### src/rtl/oam_dma_ctrl.sv
// Sprite DMA controller: a CPU write to DMA_REG_ADDR halts the CPU and copies one 256-byte page to the OAM data port.
// Optional: define OAM_DMA_STALL_COUNT_EN to add the saturating stall_cycles counter output.
module oam_dma_ctrl #(
    parameter logic [15:0] DMA_REG_ADDR  = 16'h4014,
    parameter logic [15:0] OAM_DATA_ADDR = 16'h2004
) (
    input  logic        clk,
    input  logic        rst,
    input  logic        ce,
    input  logic [15:0] cpu_addr,
    input  logic [7:0]  cpu_wdata,
    input  logic        cpu_we,
    output logic        cpu_rdy,
    output logic        bus_sel,
    output logic [15:0] bus_addr,
    output logic [7:0]  bus_wdata,
    output logic        bus_we,
    input  logic [7:0]  bus_rdata,
    output logic        dma_active
`ifdef OAM_DMA_STALL_COUNT_EN
    ,
    output logic [15:0] stall_cycles
`endif
);

    typedef enum logic [2:0] {
        S_IDLE  = 3'd0,
        S_HALT  = 3'd1,
        S_ALIGN = 3'd2,
        S_READ  = 3'd3,
        S_WRITE = 3'd4
    } state_t;

    state_t      state_q, state_d;
    logic        parity_q, parity_d;
    logic [7:0]  page_q, page_d;
    logic [7:0]  idx_q, idx_d;
    logic [7:0]  data_q, data_d;
    logic        trigger;

    assign trigger = cpu_we && (cpu_addr == DMA_REG_ADDR);

    always_ff @(posedge clk) begin
        if (rst) begin
            state_q  <= S_IDLE;
            parity_q <= 1'b0;
            page_q   <= 8'h00;
            idx_q    <= 8'h00;
            data_q   <= 8'h00;
        end else begin
            state_q  <= state_d;
            parity_q <= parity_d;
            page_q   <= page_d;
            idx_q    <= idx_d;
            data_q   <= data_d;
        end
    end

    // In HALT the following cycle has the opposite parity; a put cycle there needs ALIGN.
    always_comb begin
        state_d = state_q;
        if (ce) begin
            case (state_q)
                S_IDLE:  if (trigger) state_d = S_HALT;
                S_HALT:  state_d = parity_q ? S_READ : S_ALIGN;
                S_ALIGN: state_d = S_READ;
                S_READ:  state_d = S_WRITE;
                S_WRITE: state_d = (idx_q == 8'hFF) ? S_IDLE : S_READ;
                default: state_d = S_IDLE;
            endcase
        end
    end

    always_comb begin
        parity_d = parity_q;
        page_d   = page_q;
        idx_d    = idx_q;
        data_d   = data_q;
        if (ce) begin
            parity_d = ~parity_q;
            case (state_q)
                S_IDLE: begin
                    if (trigger) begin
                        page_d = cpu_wdata;
                        idx_d  = 8'h00;
                    end
                end
                S_READ:  data_d = bus_rdata;
                S_WRITE: idx_d  = idx_q + 8'd1;
                default: ;
            endcase
        end
    end

    always_comb begin
        cpu_rdy    = 1'b1;
        bus_sel    = 1'b0;
        bus_we     = 1'b0;
        bus_addr   = 16'h0000;
        bus_wdata  = 8'h00;
        dma_active = 1'b0;
        case (state_q)
            S_HALT, S_ALIGN: begin
                cpu_rdy    = 1'b0;
                bus_sel    = 1'b1;
                dma_active = 1'b1;
            end
            S_READ: begin
                cpu_rdy    = 1'b0;
                bus_sel    = 1'b1;
                dma_active = 1'b1;
                bus_addr   = {page_q, idx_q};
            end
            S_WRITE: begin
                cpu_rdy    = 1'b0;
                bus_sel    = 1'b1;
                dma_active = 1'b1;
                bus_addr   = OAM_DATA_ADDR;
                bus_wdata  = data_q;
                bus_we     = 1'b1;
            end
            default: ;
        endcase
    end

`ifdef OAM_DMA_STALL_COUNT_EN
    logic [15:0] stall_q, stall_d;

    always_comb begin
        stall_d = stall_q;
        if (ce && !cpu_rdy && (stall_q != 16'hFFFF))
            stall_d = stall_q + 16'd1;
    end

    always_ff @(posedge clk) begin
        if (rst) stall_q <= 16'h0000;
        else     stall_q <= stall_d;
    end

    assign stall_cycles = stall_q;
`endif

endmodule

### config.mk
export PLATFORM = sky130hd
export DESIGN_NAME = oam_dma_ctrl
export DESIGN_NICKNAME = d
export VERILOG_FILES = /design/src/rtl/oam_dma_ctrl.sv
export SDC_FILE = /design/constraint.sdc
export NUM_CORES = 1
export LEC_CHECK = 0
export CORE_MARGIN = 5
export CORE_UTILIZATION = 42
export DETAILED_ROUTE_END_ITERATION = 7
export PLACE_DENSITY = 0.82
export SKIP_CTS_REPAIR_TIMING = 1
export SYNTH_ARGS = -nofsm -noshare
export SYNTH_HDL_FRONTEND = slang
export SYNTH_SLANG_ARGS = --single-unit
### constraint.sdc
create_clock -name clk -period 2.35 [get_ports clk]
set_clock_uncertainty 0.1 [all_clocks]
set_input_delay 0.3525 -clock clk [delete_from_list [all_inputs] [get_ports clk]]
set_output_delay 0.3525 -clock clk [all_outputs]
set_load 0.02 [all_outputs]
==> results of run 1 <==
==> sequential cells by signal, summed over array words and instances (netlist names) <==
register,flops
parity_q,1
data_q,8
state_q,3
page_q,8
idx_q,8
==> cells in the final DEF, fill, tap and decap left out, types with 2 or more instances in the layout <==
cell type        instances
nand3_1                 12
a311oi_1                 2
xnor2_1                  2
o21a_1                   2
a21oi_1                 17
o21ai_1                  2
dfxtp_2                  2
and2_1                  14
nand2_1                 10
inv_1                    3
clkdlybuf4s50_1         40
mux2i_1                  9
o21ai_0                 11
dlymetal6s2s_1          23
dfxtp_1                 26
clkbuf_4                 3
or3_1                    3
buf_4                   10
nor2_1                  12
a21bo_2                  8
a21o_1                   4
and3_1                  11
or3b_2                   2
==> critical path, cell delays in order (launching register included) <==
cell             delay (ps)
dfxtp_2                 380
nor2_1                  160
buf_4                   150
and3_1                  150
clkdlybuf4s50_1         610
==> cell families (layout without fill, tap and decap cells) <==
family / count (synthesis) / count (layout) / synth area share [%]
muxes: 9 / 9 / 5.97
DFF: 28 / 28 / 37.1
xor gates and xnor gates: 2 / 2 / 1.16
and+or+nand+nor: 75 / 75 / 29.8
AOI/OAI and AO/OA: 47 / 47 / 19.9
adders and majority gates: 1 / 1 / 0.828
buffers and inverters: 17 / 82 / 5.22
==> worst min-delay path by stage <==
| stage | from | to | slack (ps) | cells after the start |
|---|---|---|---|---|
| floorplan | page_q[0] | page_q[0] | 350 | 2 |
| global placement | page_q[1] | page_q[1] | 360 | 2 |
| detailed placement | page_q[2] | page_q[2] | 380 | 2 |
| CTS | page_q[2] | page_q[2] | 420 | 2 |
| global route | page_q[2] | page_q[2] | 440 | 2 |
| finish | page_q[2] | page_q[2] | 410 | 2 |
==> per-stage QoR <==
stage / cell area [um2] / std cells / total power, W / utilization [%] / TNS (ps)
final: 2350 / 290 / 0.000885 / 68.9 / 0
after global routing: 2350 / 290 / 0.000911 / 68.9 / 0
after CTS: 2290 / 290 / 0.000895 / 66.9 / -1410
after detailed placement: 2230 / 286 / 0.000567 / 65.4 / 0
after global placement: 2230 / 286 / 0.000566 / 65.4 / 0
after floorplan: 1510 / 179 / 0.000502 / - / 0
==> power by group <==
group / internal [W] / switching [W]
logic: 0.0000587 / 0.0000212
registers: 0.000477 / 0.00000152
clock network: 0.000173 / 0.000154
total: 0.000708 / 0.000177
==> layer usage <==
layer,routed length (um),up-vias,global-route usage (%)
li1,-,764,-
met1,1660,713,17.1
met2,2150,45,29.4
met3,301,5,4.73
met4,28,0,2.55
met5,0,-,0
==> area by class of cell <==
class	count	area, um2
clock buffer	3	22.5
clock inverter	1	30.0
fill	271	1060
inverter	3	11.3
multi-input combinational	134	873
sequential	28	563
tap	46	57.6
timing repair buffer	75	795
==> results by group, run 1 <==
Synthesis
  • Most frequent cell after synthesis: dfxtp_1
  • Largest area contributor in the netlist: dfxtp_1
  • FFs w/ async S/R, synth: 0%
  • Syn Std Cell Area: 1510 um2
  • Yosys top cell area share: a little under two fifths
  • Post-synthesis sequential area ratio: 37.1%
  • Post-synth top cells: 28 x dfxtp_1, 17 x a21oi_1, 14 x and2_1
  • Synth unique cells: 35
  • Syn avg cell area: between 8 and 9 um2
  • Synth area leaders: dfxtp_1 37%, mux2i_1 6.0%, and2_1 5.8%, a21oi_1 5.6%, a21bo_2 5.3%
  • Post-Synthesis Net Count: 216
  • Ys flop type: dfxtp_1
  • Post-synth EDFFs: 0
  • Yosys reg bits: 28
  • Yosys Warn Count: 0
  • Cells after synthesis: roughly 180

Floorplan
  • Horiz. Die Dim: between 60 and 70 um
  • Io pins: 64
  • Initial Util: roughly 44%
  • Core ar.: about 3400 um2
  • Num rows: 21
  • Die ar.: 4900 um2
  • Die height: between 60 and 70 um

Placed design
  • I/O Buffers: between 60 and 70
  • Post-DP HPWL: 3000 um
  • Setup WS pre-CTS: 115 ps
  • Placer Congestion: about 0.81

Critical path
  • Worst setup path startpoint: state_q[0]
  • Critical path capture point type: primary output
  • Critical path startpoint category: flop
  • Critical Path RT: roughly 1900 ps
  • RR Endpoint: data_q[1]
  • Arrival @ worst endpoint: 1800 ps
  • Worst R2R Start: state_q[0]
  • CP Max Fanout: 7
  • Worst Reg-to-Reg Cells: 7
  • R2R setup slack: approximately 550 ps
  • Setup CP Type: flop to primary output
  • Setup crit end: bus_wdata[0]

Routing
  • Vias per inst: approximately 5.3
  • DR vias: 1,527
  • Iteration-0 DRC Markers: about 90
  • Routed wire per std cell: 14.3 um
  • Drt pass-1 iters: 4
  • Final WL: just over 4000 um
  • DRC errors left: 0
  • ANT nets after route: 0

Clock tree
  • TritonCTS clock tree: yes
  • Total CTS buffers: 3
  • H-tree depth: 1
  • CTS max path bufs: 2
  • Clk Latency, worst-skew pair: around 340 ps
  • Sink Count: 28
  • Clock Root Buffer: clkbuf_4
  • Clock slew at reported path FFs: approximately 160 ps

Cells and area
  • Diode count: 0
  • Layout cells sized above 1: a little over an eighth
  • Final net count: around 280
  • Synth-to-layout area growth: 55.8%

STA
  • Slew margin rel.: 78.6%
  • Final setup fails: 0
  • Max Freq: 0.444 GHz
  • Max Transition Viols Final: 0
  • Final Hold Viols: 0
  • Worst hold slack: approximately 410 ps
  • Post-layout minimum cycle time: 2250 ps
  • RSZ-0062 raised after global routing: no
  • Slew at the pin closest to its max-slew limit: about 320 ps
  • Fin crit share: between 90 and 100%
  • Final worst slack: 98.8 ps

Pwr
  • Power Dens Cells: 376 nW/um2
  • Leakage: 1.30 nW
  • Worst vdd ir: around 270 uV

Global routing
  • First-pass GRT wire length: 6370 um
  • Vias in the first global route: approximately 1,400
  • Initial antenna violation count: 0
  • GRT Util Overall: around 16%
  • Pin count of the biggest net entering global routing: 29
  • Remaining Overflow, GRT: 0

Status
  • Outcome: finished, final reports clean

Min path
  • Hold Path Class: flop to flop

Flow run
  • Max Cap Viol: 0
Note: power is estimated with default switching activity, not from simulation.
==> run 2: changes to the inputs <==
- CORE_ASPECT_RATIO: default -> 2
- CORE_UTILIZATION: 42 -> 45
- PLACE_DENSITY: 0.82 -> default
- PLACE_DENSITY_LB_ADDON: default -> 0.2
- clock period: 2.35 -> 2.8 ns (I/O delays scaled with it)
==> results by group, run 2 (synthesized netlist as in run 1, its figures left out) <==
Critical path
  • CP Max Fanout: 8 (+1)
  • RR Endpoint: page_q[5]
  • Worst R2R Start: state_q[0]
  • Critical Path RT: 2280 ps (+380 ps)
  • Critical path startpoint category: flop
  • Arrival @ worst endpoint: 2010 ps (+210 ps)
  • Worst Reg-to-Reg Cells: 5 (-2)
  • R2R setup slack: 870 ps (+320 ps)
  • Setup CP Type: flop to primary output
  • Critical path capture point type: primary output

STA
  • Final Hold Viols: 0 (unchanged)
  • Slew at the pin closest to its max-slew limit: 1030 ps (+713 ps)
  • Post-layout minimum cycle time: around 2500 ps
  • Max Freq: ~0.4 GHz
  • Sum Neg Setup Slack: 0 ps (unchanged)
  • RSZ-0062 raised after global routing: no
  • Max Transition Viols Final: 0 (unchanged)
  • Slew margin rel.: 31.1% (-48 points)
  • Fin crit share: between 90% and 100%
  • Final setup fails: 0 (unchanged)

Cells and area
  • Layout cells sized above 1: 10.1% (-3.4 points)
  • Register area: 561 um2 (-0.44%)
  • Synth-to-layout area growth: 47.1%
  • Commonest non-fill, non-tap cells in the layout: 63 x clkdlybuf4s50_1, 28 x dfxtp_1, 17 x a21oi_1, 14 x and2_1, 13 x nor2_1
  • Diode count: 0 (unchanged)
  • Fillers: 253 (-6.6%)
  • Post-Layout Cell Count: 268 (-7.6%)
  • Commonest non-fill, non-tap cell in the layout: clkdlybuf4s50_1
  • Regs by FF count: data_q (8), idx_q (8), page_q (8)
  • Final net count: 275 (-2.5%)
  • Area of the multi-input gates: 872 um2 (-0.14%)

Status
  • Outcome: finished, final reports clean

Min path
  • WHS Endpoint: idx_q[7]
  • Min-delay src: idx_q[7]
  • Worst hold stages: 2 (unchanged)
  • Hold Path Class: flop to flop

Routing
  • Final WL: 4380 um (+5.5%)
  • DRC errors left: 0 (unchanged)
  • DR vias: 1,534 (+0.46%)
  • Iteration-0 DRC Markers: 43 (-52%)
  • Vias per inst: 5.72 (+8.7%)
  • ANT nets after route: 0 (unchanged)
  • Routed wire per std cell: 16.3 um (+14%)
  • Drt pass-1 iters: 4 (unchanged)

Global routing
  • Vias in the first global route: 1,620 (+13%)
  • Initial antenna violation count: 0 (unchanged)
  • GRT Util Overall: 19.1% (+3.6 points)
  • Remaining Overflow, GRT: 0 (unchanged)
  • First-pass GRT wire length: 7240 um (+14%)
  • Pin count of the biggest net entering global routing: 29 (unchanged)

Clock tree
  • Clock slew at reported path FFs: 100 ps (-60 ps)
  • TritonCTS clock tree: yes
  • H-tree depth: 1 (unchanged)
  • CTS max path bufs: 2 (unchanged)
  • Clk Latency, worst-skew pair: 270 ps (-70 ps)
  • Sink Count: 28 (unchanged)
  • Total CTS buffers: 3 (unchanged)
  • Clock Root Buffer: clkbuf_8

Pwr
  • Worst vdd ir: 573 uV (+110%)
  • Power Dens Cells: 354 nW/um2 (-6.0%)
  • Leakage: 0.855 nW (-34%)

Placed design
  • Placed Cells: 264 (-7.7%)
  • Placer Congestion: 0.755 (-6.5%)
  • I/O Buffers: 63 (unchanged)
  • Post-DP HPWL: 3340 um (+11%)

Floorplan
  • Horiz. Die Dim: 51.0 um (-27%)
  • Core ar.: 3190 um2 (-6.5%)
  • Die height: 91.9 um (+31%)
  • Io pins: 64 (unchanged)
  • Num rows: 29 (+38%)
  • Die ar.: 4680 um2 (-4.3%)
  • Initial Util: 47.3% (+3.1 points)

Flow run
  • Max Cap Viol: 0 (unchanged)
-- run 2: cell types whose count changed in the layout (fill, tap and decap cells not counted), sizes merged --
cell and change:
buf -7, clkdlybuf4s50 +23, dlymetal6s2s -23
-- run 2: layout make-up --
type | count | share of cell area (%)
multi-input combinational | 134 | 39.2
sequential | 28 | 25.2
clock buffer | 3 | 1.86
tap | 31 | 1.75
clock inverter | 1 | 1.35
timing repair buffer | 68 | 30.1
inverter | 3 | 0.507
-- run 2: critical path: stages (launching register included) --
cell and delay [ps]:
dfxtp_1 380, or2_1 370, nor2_1 270, a21o_1 120
clkdlybuf4s50_1 590
-- run 2: how the worst max path moves through the flow --
stage                          start           end  slack, ps  cells past startpoint
after floorplan           state_q[0]    dma_active        750                      5
after global placement            ce     page_q[0]        410                      7
after detailed placement          ce     page_q[1]        300                      7
after CTS                 state_q[2]  bus_addr[11]        130                      4
after global routing      state_q[2]  bus_addr[11]        170                      4
final                     state_q[0]   bus_addr[2]        270                      4
-- run 2: power breakdown --
group	switching (W)	internal, W
registers	0.00000104	0.000399
logic	0.0000185	0.0000476
clock network	0.000128	0.000191
total	0.000147	0.000638
-- run 2: through the flow --
step                power [W]  utilization, %  worst slack, ps  hold WS (ps)  area [um2]
detailed placement   0.000475            67.3              302           394        2150
finish               0.000786            69.6              274           413        2220
floorplan            0.000422               -              753           352        1510
CTS                  0.000791            69.6              134           414        2220
global placement     0.000474            67.3              405           388        2150
global route         0.000814            69.6              166           433        2220
-- run 2: per-layer routing --
metal	wire length [um]	part of all wire [%]	GRT usage, %
met5	0	0	0
met4	45	1.0	5.97
met3	149	3.4	2.11
met2	2640	60	38.0
met1	1540	35	19.3
==> run 3: changes to the inputs <==
- CORE_MARGIN: 5 -> 4
- HOLD_SLACK_MARGIN: default -> 0.06
==> results by group, run 3 (synthesized netlist as in run 1, its figures left out) <==
Status
  • Outcome: finished, final reports clean

Critical path
  • RR Endpoint: data_q[0]
  • Worst R2R Start: state_q[2]
  • Worst path cell trace: inv_1, and3_1, and2_1, clkdlybuf4s50_1
  • Setup CP Type: flop to primary output
  • Critical path capture point type: primary output
  • R2R setup slack: 990 ps (+120 ps)
  • Arrival @ worst endpoint: 2130 ps (+120 ps)
  • Critical path startpoint category: flop
  • Setup crit end: bus_addr[10]
  • Worst Reg-to-Reg Cells: 5 (unchanged)
  • Worst setup path startpoint: state_q[2]
  • Critical Path RT: 2280 ps (about the same)
  • CP Max Fanout: 17 (+9)
  • Crit-path slowest cell: clkdlybuf4s50_1
  • Crit path largest cell delay: 610 ps (+20 ps)

STA
  • Post-layout minimum cycle time: 2650 ps (+122 ps)
  • Max Freq: 0.378 GHz (-4.6%)
  • Final setup fails: 0 (unchanged)
  • Max Transition Viols Final: 0 (unchanged)
  • Sum Neg Setup Slack: 0 ps (unchanged)
  • Final worst slack: 152 ps (-122 ps)
  • RSZ-0062 raised after global routing: no
  • Final Hold Viols: 0 (unchanged)
  • Slew margin rel.: 34.0% (+3.0 points)
  • Slew at the pin closest to its max-slew limit: 986 ps (-44.2 ps)
  • Fin crit share: 94.6% (+4.4 points)

Clock tree
  • Clock slew at reported path FFs: 90 ps (about the same)
  • Clock Root Buffer: clkbuf_8
  • TritonCTS clock tree: yes
  • H-tree depth: 1 (unchanged)
  • Total CTS buffers: 3 (unchanged)
  • CTS max path bufs: 2 (unchanged)
  • Sink Count: 28 (unchanged)
  • Clk Latency, worst-skew pair: 280 ps (about the same)

Routing
  • Final WL: 3860 um (-12%)
  • Routed wire per std cell: 14.5 um (-11%)
  • ANT nets after route: 0 (unchanged)
  • Drt pass-1 iters: 4 (unchanged)
  • Vias per inst: 5.65 (-1.3%)
  • DR vias: 1,509 (-1.6%)
  • Iteration-0 DRC Markers: 29 (-33%)
  • DRC errors left: 0 (unchanged)

Pwr
  • Sw frac: 20.1% (+1.3 points)
  • Clock Power Share: 31.6% (-9.0 points)
  • Leakage: 0.841 nW (-1.6%)
  • Int Power: 0.000544 W (-15%)
  • Combinational Power Share: 9.6% (+1.2 points)
  • Worst vdd ir: 379 uV (-34%)
  • Reg power frac: 58.9% (+7.9 points)
  • Power Total: 0.000680 W (-13%)
  • Power Dens Cells: 310 nW/um2 (-12%)
  • P_sw: 0.000137 W (-7.2%)

Cells and area
  • Diode count: 0 (unchanged)
  • Post-route cell area: 2190 um2 (-1.4%)
  • Final core occ: 68.6% (-0.98 points)
  • Synth-to-layout area growth: 45.1%
  • Commonest non-fill, non-tap cell in the layout: clkdlybuf4s50_1
  • Final net count: 275 (unchanged)
  • Commonest non-fill, non-tap cells in the layout: 63 x clkdlybuf4s50_1, 28 x dfxtp_1, 17 x a21oi_1, 14 x and2_1, 13 x nor2_1
  • Regs by FF count: data_q (8), idx_q (8), page_q (8)
  • Layout cells sized above 1: 9.32% (-0.80 points)

Min path
  • Hold Path Class: flop to flop

Placed design
  • Placer Congestion: 0.810 (+7.4%)
  • Post-DP HPWL: 2960 um (-11%)
  • Cell Area, Placed: 2150 um2 (unchanged)
  • I/O Buffers: 63 (unchanged)
  • Setup WS pre-CTS: 455 ps (+153 ps)

Floorplan
  • Io pins: 64 (unchanged)
  • Num rows: 29 (unchanged)
  • Die height: 89.9 um (-2.2%)
  • Core ar.: 3190 um2 (unchanged)
  • Horiz. Die Dim: 49.0 um (-3.9%)
  • Initial Util: 47.3% (unchanged)
  • Die ar.: 4400 um2 (-6.0%)

Global routing
  • First-pass GRT wire length: 6470 um (-11%)
  • GRT Util Overall: 17.8% (-1.4 points)
  • Pin count of the biggest net entering global routing: 29 (unchanged)
  • Initial antenna violation count: 0 (unchanged)
  • Vias in the first global route: 1,479 (-8.7%)
  • Remaining Overflow, GRT: 0 (unchanged)

Flow run
  • Max Cap Viol: 0 (unchanged)
## run 3: worst max-delay path: cells and delay by family (launching register included)
kind	cells	cell delay, ps
simple gates	2	750
flops	1	320
buf+inv	2	790
## run 3: how the worst min path moves through the flow
stage	cells past startpoint	end	start	slack, ps
6_report	2	page_q[2]	page_q[2]	400
5_1_grt	2	page_q[4]	page_q[4]	440
4_1_cts	2	page_q[4]	page_q[4]	400
3_5_place_dp	2	page_q[4]	page_q[4]	380
3_3_place_gp	2	page_q[7]	page_q[7]	360
2_1_floorplan	2	page_q[0]	page_q[0]	350
## run 3: metrics by stage
step	hold WS, ps	cells
finish	395	267
global route	438	267
CTS	400	267
detailed placement	378	264
global placement	364	264
floorplan	352	179
## run 3: power by group through the flow
stage / registers (W) / clock network (W) / logic [W]
2_1_floorplan: 0.000410 / 0 / 0.0000120
3_3_place_gp: 0.000410 / 0 / 0.0000634
3_5_place_dp: 0.000410 / 0 / 0.0000651
4_1_cts: 0.000400 / 0.000223 / 0.0000653
5_1_grt: 0.000401 / 0.000232 / 0.0000685
6_report: 0.000400 / 0.000215 / 0.0000650
## run 3: per-layer routing
| metal | track usage (%) | part of all wire, % |
|---|---|---|
| met5 | 0 | 0 |
| met2 | 34.1 | 57 |
| met1 | 18.0 | 36 |
| met4 | 7.64 | 2.5 |
| met3 | 2.48 | 4.4 |
## run 3: cell type report
cell class | instances | area (um2)
timing repair buffer | 68 | 668
sequential | 28 | 561
inverter | 3 | 11.3
clock buffer | 3 | 41.3
multi-input combinational | 134 | 871
fill | 268 | 1000
tap | 31 | 38.8
